File: src/rtl/code_entry_buffer.sv
// Keypad code entry buffer: collects decimal digits from a keypad, supports
// backspace and enter, and auto-clears a partial entry after an idle period.
module code_entry_buffer #(
    parameter int unsigned NUM_DIGITS     = 4,
    parameter int unsigned VALUE_W        = 32,
    parameter logic [7:0]  DIGIT_MIN      = 8'd1,
    parameter logic [7:0]  DIGIT_MAX      = 8'd6,
    parameter logic [7:0]  KEY_BS         = 8'd11,
    parameter logic [7:0]  KEY_ENTER      = 8'd12,
    parameter logic [23:0] TIMEOUT_CYCLES = 24'd12_000_000
) (
    input  logic                              hwclk,
    input  logic                              reset,
    input  logic                              enable,
    input  logic                              button_pressed,
    input  logic [7:0]                        key,
    output logic [VALUE_W-1:0]                typed,
    output logic [$clog2(NUM_DIGITS+1)-1:0]   digit_count,
    output logic                              full,
    output logic [VALUE_W-1:0]                code_out,
    output logic                              entered,
    output logic                              reject,
    output logic                              timeout
);

    localparam int unsigned CntW = $clog2(NUM_DIGITS + 1);
    localparam logic [CntW-1:0] MaxCount = CntW'(NUM_DIGITS);

    logic [VALUE_W-1:0] typed_q, typed_d;
    logic [CntW-1:0]    count_q, count_d;
    logic [VALUE_W-1:0] code_q, code_d;
    logic [23:0]        idle_q, idle_d;
    logic               entered_q, entered_d;
    logic               reject_q, reject_d;
    logic               timeout_q, timeout_d;
    logic               prev_q;
    // Set when reset sees the button held, so a press that straddles reset
    // needs a release before it can count.
    logic               block_q;

    logic press;
    logic is_digit;
    logic expire;

    assign press    = button_pressed & ~prev_q & ~block_q & enable;
    assign is_digit = (key >= DIGIT_MIN) && (key <= DIGIT_MAX);
    assign expire   = (TIMEOUT_CYCLES != 24'd0) && (idle_q == TIMEOUT_CYCLES - 24'd1) &&
                      (count_q != '0);

    // Next-state: priority is !enable > press event > timeout > idle counting.
    always_comb begin
        typed_d   = typed_q;
        count_d   = count_q;
        code_d    = code_q;
        idle_d    = idle_q;
        entered_d = 1'b0;
        reject_d  = 1'b0;
        timeout_d = 1'b0;
        if (!enable) begin
            typed_d = '0;
            count_d = '0;
            idle_d  = '0;
        end else if (press) begin
            idle_d = '0;
            if (is_digit) begin
                if (count_q < MaxCount) begin
                    typed_d = typed_q * VALUE_W'(10) + VALUE_W'(key);
                    count_d = count_q + CntW'(1);
                end else begin
                    reject_d = 1'b1;
                end
            end else if (key == KEY_BS) begin
                if (count_q != '0) begin
                    typed_d = typed_q / VALUE_W'(10);
                    count_d = count_q - CntW'(1);
                end else begin
                    reject_d = 1'b1;
                end
            end else if (key == KEY_ENTER) begin
                if (count_q != '0) begin
                    code_d    = typed_q;
                    entered_d = 1'b1;
                    typed_d   = '0;
                    count_d   = '0;
                end else begin
                    reject_d = 1'b1;
                end
            end else begin
                reject_d = 1'b1;
            end
        end else if (expire) begin
            typed_d   = '0;
            count_d   = '0;
            idle_d    = '0;
            timeout_d = 1'b1;
        end else if (count_q == '0) begin
            idle_d = '0;
        end else begin
            idle_d = idle_q + 24'd1;
        end
    end

    // State registers with synchronous reset.
    always_ff @(posedge hwclk) begin
        if (reset) begin
            typed_q   <= '0;
            count_q   <= '0;
            code_q    <= '0;
            idle_q    <= '0;
            entered_q <= 1'b0;
            reject_q  <= 1'b0;
            timeout_q <= 1'b0;
            prev_q    <= 1'b0;
            block_q   <= button_pressed;
        end else begin
            typed_q   <= typed_d;
            count_q   <= count_d;
            code_q    <= code_d;
            idle_q    <= idle_d;
            entered_q <= entered_d;
            reject_q  <= reject_d;
            timeout_q <= timeout_d;
            prev_q    <= button_pressed;
            block_q   <= block_q & button_pressed;
        end
    end

    assign typed       = typed_q;
    assign digit_count = count_q;
    assign full        = (count_q == MaxCount);
    assign code_out    = code_q;
    assign entered     = entered_q;
    assign reject      = reject_q;
    assign timeout     = timeout_q;

endmodule

File: config.mk
export PLATFORM = sky130hd
export DESIGN_NAME = code_entry_buffer
export DESIGN_NICKNAME = d
export VERILOG_FILES = /design/src/rtl/code_entry_buffer.sv
export SDC_FILE = /design/constraint.sdc
export NUM_CORES = 1
export LEC_CHECK = 0
export CORE_ASPECT_RATIO = 2
export CORE_UTILIZATION = 45
export CTS_CLUSTER_SIZE = 25
export DETAILED_ROUTE_END_ITERATION = 10
export DONT_BUFFER_PORTS = 1
export SYNTH_ARGS = -nofsm -noshare
export SYNTH_HDL_FRONTEND = slang
export SYNTH_SLANG_ARGS = --single-unit
File: constraint.sdc
create_clock -name hwclk -period 16 [get_ports hwclk]
set_clock_uncertainty 0.2 [all_clocks]
set_input_delay 4 -clock hwclk [delete_from_list [all_inputs] [get_ports hwclk]]
set_output_delay 4 -clock hwclk [all_outputs]
set_load 0.05 [all_outputs]
# Word level (Yosys, flattened, before mapping)
# Cells that the tools add are included.
[word_totals]
reg_bits = 96
out_inout_bits = 71
[classes]
n_addsub = 4
mul = 1
div = 1
order_cmp = 3
n_eq_ne = 8
mux = 24
bitwise = 11
n_reduce_logical = 12
[op_table]
columns = ["cell", "n"]
rows = [
  ["$mux 32", 8],
  ["$add 32x8->32", 1],
  ["$div 32x4->32 const B", 1],
  ["$mul 32x3->31 const B", 1],
  ["$add 24x1->24 const B", 1],
  ["$eq 24x24->1 const B", 1],
  ["$mux 3", 8],
  ["$eq 8x4->1 const B", 2],
  ["$ge 8x1->1 const B", 1],
  ["$le 8x3->1 const B", 1],
  ["$mux 1", 8],
  ["$ne 4x4->1 const B", 2],
  ["$not 1->1", 7],
  ["$reduce_and 6->1", 1],
  ["$reduce_or 3->1", 2],
  ["$reduce_or 6->1", 1],
  ["$reduce_and 5->1", 1],
  ["$reduce_or 5->1", 1],
  ["$and 1x1->1", 4],
  ["$ne 4x1->1 const B", 1],
  ["$add 3x1->3 const B", 1],
  ["$eq 3x3->1 const B", 1],
  ["$logic_not 3->1", 1],
  ["$lt 3x3->1 const B", 1],
  ["6 further kinds", 7],
]

# Logic depth before layout (Yosys ltp)
[logic_depth]
depth_word = 6
depth_mapped = 43
depth_no_buf = 39

# Worst setup path after synthesis
# No wires, ideal clock.
[synth_timing]
path_type = "reg-to-reg"
start = "register typed_q[30], in the netlist typed[30]"
end = "register typed_q[0], in the netlist typed[0]"
setup_time_ns = 0.120
arrival_time_ns = 9.544
t_required_ns = 15.680
setup_slack_ns = 6.136
stages_incl_launch_ff = 41
n_path_buf = 5
cell_sequence = "dfxtp_1 buf_2 nand2b_1 a221o_1 o311a_2 or3_4 o32a_1 a31oi_2 o211ai_1 a211oi_2 or4b_1 buf_2 nand4_1 and2_1 buf_6 nor4_4 o31ai_1 and3_1 [5 not listed] a211o_2 nor3_4 or3_1 and4_4 nor2_1 mux2_4 or4_4 o31a_1 or3_4 a21oi_1 nor4_1 a221oi_2 and3_1 buf_2 xnor2_1 a2bb2oi_1 a211oi_1 o31a_1"
[synth_via]
elab_chain_len = 5
[synth_rtl]
columns = ["item", "line_no", "text"]
rows = [
  ["start, declared", "29", "logic [VALUE_W-1:0] typed_q, typed_d;"],
  ["start signal, assigned", "116", "typed_q <= typed_d;"],
  ["$div 32x4->32", "74", "typed_d = typed_q / VALUE_W'(10);"],
  ["$mux 32", "73", "if (count_q != '0) begin"],
  ["$mux 32", "72", "end else if (key == KEY_BS) begin"],
  ["$mux 32", "65", "if (is_digit) begin"],
  ["$mux 32", "63", "end else if (press) begin"],
]
# No other way between the ends. The select of a mux whose other input is x is not followed.
# A chain may end at the register's enable or synchronous reset.

# Final worst setup path
[layout_timing]
start = "register typed_q[31], in the netlist typed[31]"
end = "register typed_q[0], in the netlist typed[0]"
# The elaborated chain is that of the path after synthesis.

==> results.sh <==
export IMPL_power_leakage_nw=4.071
export IMPL_worstPathArrival_ns=12.67
export IMPL_rr_worst_depth=34
export IMPL_total_power_consumption_uw=490.1
export IMPL_path_max_fanout=17
export IMPL_grt_first_pass_wirelength_mm=52.23
export IMPL_design_core_area_um2=22740
export IMPL_clock_sinks=96
export IMPL_clockRootBuffer="clkbuf_16"
export IMPL_grt_busiest_layer="met2"
export IMPL_syn_area_um2=10430
export IMPL_synth_enable_flop_cells=0
export IMPL_clock_path_buffers=2
export IMPL_power_per_cell_area_nw_per_um2=44.57
export IMPL_post_cts_resized=0
export IMPL_cts_buf_count=9
export IMPL_syn_num_nets=1517
export IMPL_global_route_usage_met3_pct=3.953
export IMPL_die_area_um2=23830
export IMPL_post_route_cells_drive_above_1_share_pct=8.857
export IMPL_synth_seq_cells=96
export IMPL_clock_insertion_delay_worst_skew_ns=0.38
export IMPL_clkSlewWorstSetupHoldPaths_ns=0.07
export IMPL_min_delay_start="idle_q[0]"
export IMPL_drt_antenna_violating_nets=0
export IMPL_postRouteWirelength_mm=32.55
export IMPL_power_ir_vdd_worst_v=0.00007431
export IMPL_hold_class="reg -> reg"
export IMPL_yosysSeqAreaShare_pct=18.42
export IMPL_synth_top_flop_cell="dfxtp_1"
export IMPL_wl_per_cell_um=19.38
export IMPL_period_needed_ns=12.62
export IMPL_outcome="complete, no violations"
export IMPL_worst_r2r_setup_slack_ns=3.38
export IMPL_rsz0062_at_grt="false"
export IMPL_grt_overflow=0
export IMPL_antenna_violations_before_repair=0
export IMPL_cts_hold_buf=0
export IMPL_post_drt_via_cell_ratio=6.474
export IMPL_finalSetupViolations=0
export IMPL_synth_most_common_cell="nand2_1"
export IMPL_post_cts_buffers=0
export IMPL_clock_tree_htree_level_count=3
export IMPL_hold_path_end="idle_q[0]"
export IMPL_rr_startpoint="typed[31]"
export IMPL_groute_layer_met2_usage_pct=50.90
export IMPL_vias_in_the_first_global_route=10693
export IMPL_finalCritPeriodShare_pct=78.86
export IMPL_pin_count_of_the_biggest_net_entering_global_routing=38
export IMPL_synthTopCellsByCount="nand2_1 (181), nor2_1 (128), a21oi_1 (106)"
export IMPL_required_ns=16.06
export IMPL_numPortBuffers=0
export IMPL_timing_hold_violations_final=0
export IMPL_drtIter0Drc=700
export IMPL_cts_tree="done"
export IMPL_layout_nets=1475
export IMPL_worst_pin_slew_ns=1.198
export IMPL_avg_inst_size_synth_um2=7.259
export IMPL_final_max_slew_viol_count=0
export IMPL_synth_top_cells_by_area="dfxtp_1 (18%), ha_1 (7.9%), nand2_1 (6.5%)"
export IMPL_ios=83
export IMPL_critical_path_max_stage_delay_ns=0.97
export IMPL_gp_routability_congestion=0.9397
export IMPL_globalRouteTotalUtil_pct=27.63
export IMPL_grt_util_met1_pct=27.51
export IMPL_worst_path_max_delay_cell="dfxtp_1"
export IMPL_dr_total_vias=10876
export IMPL_initial_utilization_pct=45.87
export IMPL_post_synth_top_area_fraction_pct=18.42
export IMPL_die_height_um=217.3
export IMPL_cp_start_kind="flip-flop"
export IMPL_first_pass_iters=6
export IMPL_antennaDiodeCount=0
export IMPL_criticalPathCategory="reg -> reg"
export IMPL_worst_setup_path_end_kind="flip-flop"
export IMPL_ys_warn_count=0
export IMPL_post_dp_hpwl_mm=24.53
export IMPL_area_growth_pct=5.422
export IMPL_synth_async_sr_flop_share_pct=0
export IMPL_fmaxAchievable_mhz=79.26
export IMPL_synth_cell_type_count=120
export IMPL_synth_cells=1437
export IMPL_fill_cells=2336
export IMPL_drv_max_cap_violation_count=0
export IMPL_crit_reg2reg_capture="typed[0]"
export IMPL_chipWidth_um=109.7
export IMPL_min_delay_path_depth=1
export IMPL_rows=78
export IMPL_post_route_drc_count=0
export IMPL_synth_area_leader_cell="dfxtp_1"
export IMPL_finalSetupTns_ns=0
export IMPL_relSlewSlack_pct=20.05
[metrics by stage]
step	util (%)	instance area [um2]	std cells	setup slack, ns	hold slack [ns]
2_1_floorplan	-	10430	1437	6.136	0.2258
3_3_place_gp	46.92	10670	1664	4.075	0.2448
3_5_place_dp	46.92	10670	1664	3.794	0.2554
4_1_cts	48.36	11000	1680	3.713	0.2717
5_1_grt	48.36	11000	1680	2.526	0.3084
6_report	48.36	11000	1680	3.383	0.2672
[state kept, by name, indices dropped and copies added (netlist names)]
register / count
prev_q: 1
reject: 1
code_out: 32
digit_count: 3
typed: 32
idle_q: 24
timeout: 1
block_q: 1
entered: 1
[final cells by class]
cell class | count | area (um2) | area share [%]
inverters | 50 | 187.7 | 1.707
well taps | 280 | 350.3 | 3.186
flip-flops and latches | 96 | 1922 | 17.48
clock inverters | 7 | 101.3 | 0.9216
clock buffers | 9 | 225.2 | 2.048
multi-input cells | 1205 | 7963 | 72.41
repair buffers | 33 | 247.7 | 2.253
[cell families after synthesis]
group / Yosys count / share of synthesized area, %
AO/OA/AOI/OAI: 454 / 30.96
buffers and inverters: 136 / 5.374
adder cells (fa/ha/maj): 69 / 8.408
AND/OR/NAND/NOR: 584 / 28.32
flip-flops: 96 / 18.42
multiplexers: 10 / 1.127
XOR/XNOR: 88 / 7.389
[per-layer routing]
layer,vias to the layer above,part of all wire [%]
met3,134,4.4
li1,5253,-
met2,366,52
met5,-,0
met1,5123,37
met4,0,6.7
[worst max-delay path by stage]
| stage | cells after the start | slack [ns] | startpoint | endpoint |
|---|---|---|---|---|
| after floorplan | 40 | 6.14 | typed[30] | typed[0] |
| after global placement | 35 | 4.07 | typed[31] | typed[0] |
| after detailed placement | 35 | 3.79 | typed[31] | typed[0] |
| after CTS | 35 | 3.71 | typed[31] | typed[0] |
| after global routing | 35 | 2.53 | typed[31] | typed[0] |
| final | 34 | 3.38 | typed[31] | typed[0] |
[placed cells by master (no fill, tap or decap), types with 27 or more instances in the layout]
master / count
a21oi_1: 106
and3_1: 27
o21ai_0: 71
xnor2_1: 54
xor2_1: 34
nand2_1: 181
buf_4: 33
inv_1: 47
dfxtp_1: 96
nor2_1: 127
a22oi_1: 31
nor3_1: 41
nand3_1: 61
ha_1: 66
[report_power, final]
part	leakage [nW]	switching (mW)	internal, mW
Combinational	3.14	0.00611	0.00314
Clock	0.155	0.115	0.127
Sequential	0.773	0.000515	0.239
[worst max-delay path: cells and delay by family (launching register included)]
kind / cells / cell delay [ns]
compound gates: 21 / 7.20
simple gates: 11 / 3.61
flops: 1 / 0.97
mux: 1 / 0.33
xor+xnor: 1 / 0.17
(Power assumes the default switching activity.)
